File: config.mk
export PLATFORM = sky130hd
export DESIGN_NAME = uart_rx_fifo
export DESIGN_NICKNAME = d
export VERILOG_FILES = /design/src/rtl/uart_rx_fifo.sv
export SDC_FILE = /design/constraint.sdc
export NUM_CORES = 1
export LEC_CHECK = 0
export BUFFER_PORTS_ARGS = -buffer_cell sky130_fd_sc_hd__buf_2
export CAP_MARGIN = 25
export CORE_MARGIN = 3
export CORE_UTILIZATION = 52
export CTS_CLUSTER_DIAMETER = 60
export CTS_CLUSTER_SIZE = 16
export DETAILED_ROUTE_END_ITERATION = 8
export PLACE_DENSITY = 0.86
export SYNTH_ARGS = -nofsm -noshare
export SYNTH_HDL_FRONTEND = slang
export SYNTH_SLANG_ARGS = --single-unit
File: constraint.sdc
create_clock -name clk_i -period 2 [get_ports clk_i]
set_clock_uncertainty 0.1 [all_clocks]
set_input_delay 0.2 -clock clk_i [delete_from_list [all_inputs] [get_ports clk_i]]
set_output_delay 0.2 -clock clk_i [all_outputs]
set_load 0.05 [all_outputs]
File: src/rtl/uart_rx_fifo.sv
// 8N1 UART receiver: 2-flop synchroniser, mid-bit sampling FSM, show-ahead buffer, sticky error flags.
// Define ANTHILL_UART_RX_FIFO_EN for a g_fifo_depth-entry FIFO; otherwise a single holding register.
module uart_rx_fifo #(
  parameter int g_clks_per_bit = 868,
  parameter int g_fifo_depth   = 16
) (
  input  logic                          clk_i,
  input  logic                          rst_i,
  input  logic                          uart_rxd_i,
  output logic [7:0]                    rx_data_o,
  output logic                          rx_valid_o,
  input  logic                          rx_ready_i,
  output logic [$clog2(g_fifo_depth):0] rx_level_o,
  output logic                          frame_err_o,
  output logic                          overrun_o,
  input  logic                          err_clr_i,
  output logic                          irq_o
);
  localparam int CW = $clog2(g_clks_per_bit);
  localparam int LW = $clog2(g_fifo_depth) + 1;
  localparam logic [CW-1:0] HALF_BIT = CW'(g_clks_per_bit / 2 - 1);
  localparam logic [CW-1:0] FULL_BIT = CW'(g_clks_per_bit - 1);

  typedef enum logic [2:0] {S_IDLE, S_START, S_DATA, S_STOP, S_BREAK} state_t;

  logic          r_rxd_meta, r_rxd_s;
  state_t        r_state;
  logic [CW-1:0] r_cnt;
  logic [2:0]    r_bit_idx;
  logic [7:0]    r_shift;
  logic          w_sample, w_push, w_frame_set, w_pop, w_full, w_ovr_set;

  always_ff @(posedge clk_i or posedge rst_i) begin
    if (rst_i) begin
      r_rxd_meta <= 1'b1;
      r_rxd_s    <= 1'b1;
    end else begin
      r_rxd_meta <= uart_rxd_i;
      r_rxd_s    <= r_rxd_meta;
    end
  end

  assign w_sample    = (r_cnt == '0);
  assign w_push      = (r_state == S_STOP) && w_sample && r_rxd_s;
  assign w_frame_set = (r_state == S_STOP) && w_sample && !r_rxd_s;
  assign w_pop       = rx_valid_o && rx_ready_i;

  always_ff @(posedge clk_i or posedge rst_i) begin
    if (rst_i) begin
      r_state   <= S_IDLE;
      r_cnt     <= '0;
      r_bit_idx <= '0;
      r_shift   <= '0;
    end else begin
      case (r_state)
        S_IDLE: begin
          if (!r_rxd_s) begin
            r_state <= S_START;
            r_cnt   <= HALF_BIT;
          end
        end
        S_START: begin
          if (w_sample) begin
            if (!r_rxd_s) begin
              r_state   <= S_DATA;
              r_cnt     <= FULL_BIT;
              r_bit_idx <= '0;
            end else begin
              r_state <= S_IDLE;
            end
          end else begin
            r_cnt <= r_cnt - 1'b1;
          end
        end
        S_DATA: begin
          if (w_sample) begin
            r_shift   <= {r_rxd_s, r_shift[7:1]};
            r_cnt     <= FULL_BIT;
            r_bit_idx <= r_bit_idx + 3'd1;
            if (r_bit_idx == 3'd7) r_state <= S_STOP;
          end else begin
            r_cnt <= r_cnt - 1'b1;
          end
        end
        S_STOP: begin
          if (w_sample) r_state <= r_rxd_s ? S_IDLE : S_BREAK;
          else          r_cnt   <= r_cnt - 1'b1;
        end
        S_BREAK: begin
          // Held-low line: wait for the line to return high before hunting for a start bit.
          if (r_rxd_s) r_state <= S_IDLE;
        end
        default: r_state <= S_IDLE;
      endcase
    end
  end

`ifdef ANTHILL_UART_RX_FIFO_EN
  localparam int AW = $clog2(g_fifo_depth);

  logic [7:0]  r_mem [g_fifo_depth];
  logic [AW:0] r_wr_ptr, r_rd_ptr;
  logic        w_wr_en;

  assign w_full     = (r_wr_ptr[AW] != r_rd_ptr[AW]) && (r_wr_ptr[AW-1:0] == r_rd_ptr[AW-1:0]);
  assign rx_valid_o = (r_wr_ptr != r_rd_ptr);
  assign w_wr_en    = w_push && (!w_full || w_pop);
  assign w_ovr_set  = w_push && w_full && !w_pop;
  assign rx_data_o  = r_mem[r_rd_ptr[AW-1:0]];
  assign rx_level_o = LW'(r_wr_ptr - r_rd_ptr);

  always_ff @(posedge clk_i or posedge rst_i) begin
    if (rst_i) begin
      r_wr_ptr <= '0;
      r_rd_ptr <= '0;
      for (int i = 0; i < g_fifo_depth; i++) r_mem[i] <= '0;
    end else begin
      if (w_wr_en) begin
        r_mem[r_wr_ptr[AW-1:0]] <= r_shift;
        r_wr_ptr                <= r_wr_ptr + 1'b1;
      end
      if (w_pop) r_rd_ptr <= r_rd_ptr + 1'b1;
    end
  end
`else
  logic       r_hold_vld;
  logic [7:0] r_hold_data;

  assign w_full     = r_hold_vld;
  assign w_ovr_set  = w_push && w_full && !w_pop;
  assign rx_valid_o = r_hold_vld;
  assign rx_data_o  = r_hold_data;
  assign rx_level_o = LW'(r_hold_vld);

  always_ff @(posedge clk_i or posedge rst_i) begin
    if (rst_i) begin
      r_hold_vld  <= 1'b0;
      r_hold_data <= '0;
    end else if (w_push && (!w_full || w_pop)) begin
      r_hold_vld  <= 1'b1;
      r_hold_data <= r_shift;
    end else if (w_pop) begin
      r_hold_vld  <= 1'b0;
    end
  end
`endif

  // Set has priority over clear so an error in the clearing cycle is not lost.
  always_ff @(posedge clk_i or posedge rst_i) begin
    if (rst_i) begin
      frame_err_o <= 1'b0;
      overrun_o   <= 1'b0;
    end else begin
      if (w_frame_set)    frame_err_o <= 1'b1;
      else if (err_clr_i) frame_err_o <= 1'b0;
      if (w_ovr_set)      overrun_o   <= 1'b1;
      else if (err_clr_i) overrun_o   <= 1'b0;
    end
  end

  assign irq_o = rx_valid_o | frame_err_o | overrun_o;

endmodule

==> qor.csv <==
stage;metric;value;unit
run;maxCapViolations;0;
grt;grtUsageTotal;19.5;%
floorplan;boundaryPins;22;
hold_path;min_path_type;input pin to register;
synth;netlist_area;0.00192;mm²
power;power_per_cell_area;566;mW/mm²
placement;place_inst;237;
synth;synth-main-ff-cell;dfrtp_1;
route;initialDrtViolationCount;152;
worst_setup_path;cp_num_buf_inv;0;
placement;pre_cts_ws;0.0186;ns
clocking;cts_tree;yes;
synth;synth_cell_types;48;
route;wirelength;4190;µm
route;wl_per_cell;16.6;µm
synth;synthCells;168;
worst_setup_path;r2r-start;r_cnt[4];
floorplan;dieArea;0.00447;mm²
floorplan;die_x;66.8;µm
finish;layout.nets;215;
grt;grt_pass1_wl;6510;µm
worst_setup_path;cpMaxStageDelayCell;or4_4;
floorplan;rows;21;
grt;overflow;0;
finish;final_common_cell;dfrtp_1;
placement;io_buffers;17;
sta;hold_viol;0;
route;viasPerCell;5.82;
route;vias;1467;
status;status;finished clean;
finish;regArea;930;µm²
clocking;path_clk_slew;0.07;ns
floorplan;die_h;66.8;µm
sta;fmax;503;MHz
clocking;cts_sinks;37;
synth;avgSynthCellArea;11.5;µm²
worst_setup_path;cp_top_family;compound AO/OA/AOI/OAI gates;
route;dr.pass1.iters;6;
worst_setup_path;cp-end-kind;register;
worst_setup_path;worst-path-max-fanout;6;
clocking;clock_path_buffers;2;
power;peakVddDrop;0.558;mV
sta;post-route-min-period;1.99;ns
finish;final_layout_size_suffix_gt1_share;36.9;%
synth;ys_seq_elements;37;
synth;ys_seq_area_share;48.2;%
worst_setup_path;critPathMaxStageDelay;0.62;ns
clocking;cts_buffers;5;
sta;rsz0062_at_grt;true;
finish;n_fill_cell;247;
clocking;insertion_delay;0.28;ns
power;p_leak;1.19;nW
grt;grt_max_degree;38;
worst_setup_path;required;2.07;ns
clocking;root_buffer;clkbuf_8;
floorplan;initial_core_util;55.9;%
finish;final_cell_mix;dfrtp_1, buf_4, buf_2, mux2_1, inv_1;
worst_setup_path;worstPathCellList;or4_4 > o31ai_4 > a211oi_2 > a221o_1;
finish;multiInputGateArea;921;µm²
sta;drv_slew;0;
synth;synthArstFlopShare;100;%
worst_setup_path;timing_worst_setup_path_type;register to register;
hold_path;hold_start;err_clr_i;
finish;postLayoutCoreUtil;67.8;%
grt;antenna_found_initial;0;
sta;period_share;99.3;%
clocking;h-tree-depth;2;
placement;gp_congestion;0.897;
floorplan;fp.coreArea;0.00344;mm²
sta;setup_viol;0;
placement;hpwl;2940;µm
route;antenna_left;0;
synth;synth_edf_count;0;
finish;syn_to_final_growth;21.3;%
worst_setup_path;crit_start;r_cnt[4];
sta;fin_ws;0.0131;ns
route;route.detailed.drc;0;
sta;tns;0;ns
worst_setup_path;cp.arrival;2.05;ns
grt;grt_pass1_vias;1423;
finish;post_layout_nonfiller_instances;252;
synth;yosys_warnings;0;
finish;diodes;0;
worst_setup_path;critical_path.startpoint_type;register;
## cell type report
cell class	count	share of cell area, %
Clock inverter	1	0.322
Clock buffer	6	3.54
Tap cell	46	2.47
Inverter	10	1.61
Sequential cell	37	39.8
Multi-Input combinational cell	109	39.5
Timing Repair Buffer	43	12.8
## synthesized netlist by cell type (all sizes together) (3+ instances only)
cell	number	share of area (%)
o31ai	3	1.9
a221o	4	2.1
inv	10	2.0
buf	12	4.6
nand2	6	1.2
nor2b	4	1.3
a21o	3	1.2
a221oi	4	2.5
mux2	17	9.9
dfrtp	35	46
nand2b	4	1.3
a21oi	3	0.78
or3	4	1.3
nor2	7	1.5
nor4	5	3.2
or2	3	0.98
nor3	9	2.3
clkbuf	3	0.59
ha	4	2.6
## worst paths after layout
kind                                     end  cells after the start  slack [ns]
min in group asynchronous       rx_data_o[3]                      4        0.46
worst min-delay path             frame_err_o                      2        0.02
max in group asynchronous           r_cnt[3]                      4        0.99
worst min register to register       r_rxd_s                      0        0.26
worst max register to register      r_cnt[2]                      4        0.01
worst max-delay path                r_cnt[2]                      4        0.01
## report_power, final
part           internal, W  leakage [nW]  switching, W
clock network     0.000272        0.0433      0.000250
logic           0.00000832         0.663     0.0000357
registers         0.000752         0.488    0.00000237
total              0.00103          1.19      0.000288
## sequential cells by signal, summed over array words and instances (netlist names)
| register | count |
|---|---|
| r_state | 3 |
| rx_valid_o | 1 |
| frame_err_o | 1 |
| r_rxd_meta | 1 |
| r_bit_idx | 3 |
| r_rxd_s | 1 |
| r_shift | 8 |
| rx_data_o | 8 |
| r_cnt | 10 |
| overrun_o | 1 |
## repair_timing
item | CTS | global route
gates resized for setup | 1 | 14
endpoints found under the hold margin | 36 | 0
hold buffers | 2 | 0
setup buffers | 0 | 5
gates cloned | 0 | 1
setup endpoints to repair | 1 | 27
pin swaps | 0 | 2
## cells by family after synthesis
family / synth area share [%]
fa+ha+maj: 2.60
other cells: 0.195
simple gates: 16.5
buf+inv: 7.15
compound gates: 14.4
mux: 10.5
xor+xnor: 0.455
flops: 48.2
## worst register-to-register path: cells and delay by family (launching register included)
| family | cells | cell delay, ns |
|---|---|---|
| AOI/OAI and AO/OA | 3 | 0.73 |
| DFF | 1 | 0.42 |
| and+or+nand+nor | 1 | 0.62 |
## stage by stage
step                cell area, µm²  power [W]  hold WS (ns)
finish                        2330    0.00132        0.0233
global route                  2330    0.00136        0.0394
CTS                           2240    0.00132        0.0201
detailed placement            2130   0.000810         0.206
global placement              2130   0.000809         0.207
floorplan                     1950   0.000805         0.104
## layer usage
metal  up-vias  part of all wire (%)  global-route usage [%]
met5         -                     0                       0
met4         0                  0.79                    5.84
met3         5                   5.5                    4.38
met2        54                    52                    32.4
met1       727                    42                    25.1
li1        681                     -                       -
No activity file was read; power rests on OpenSTA's default activity.
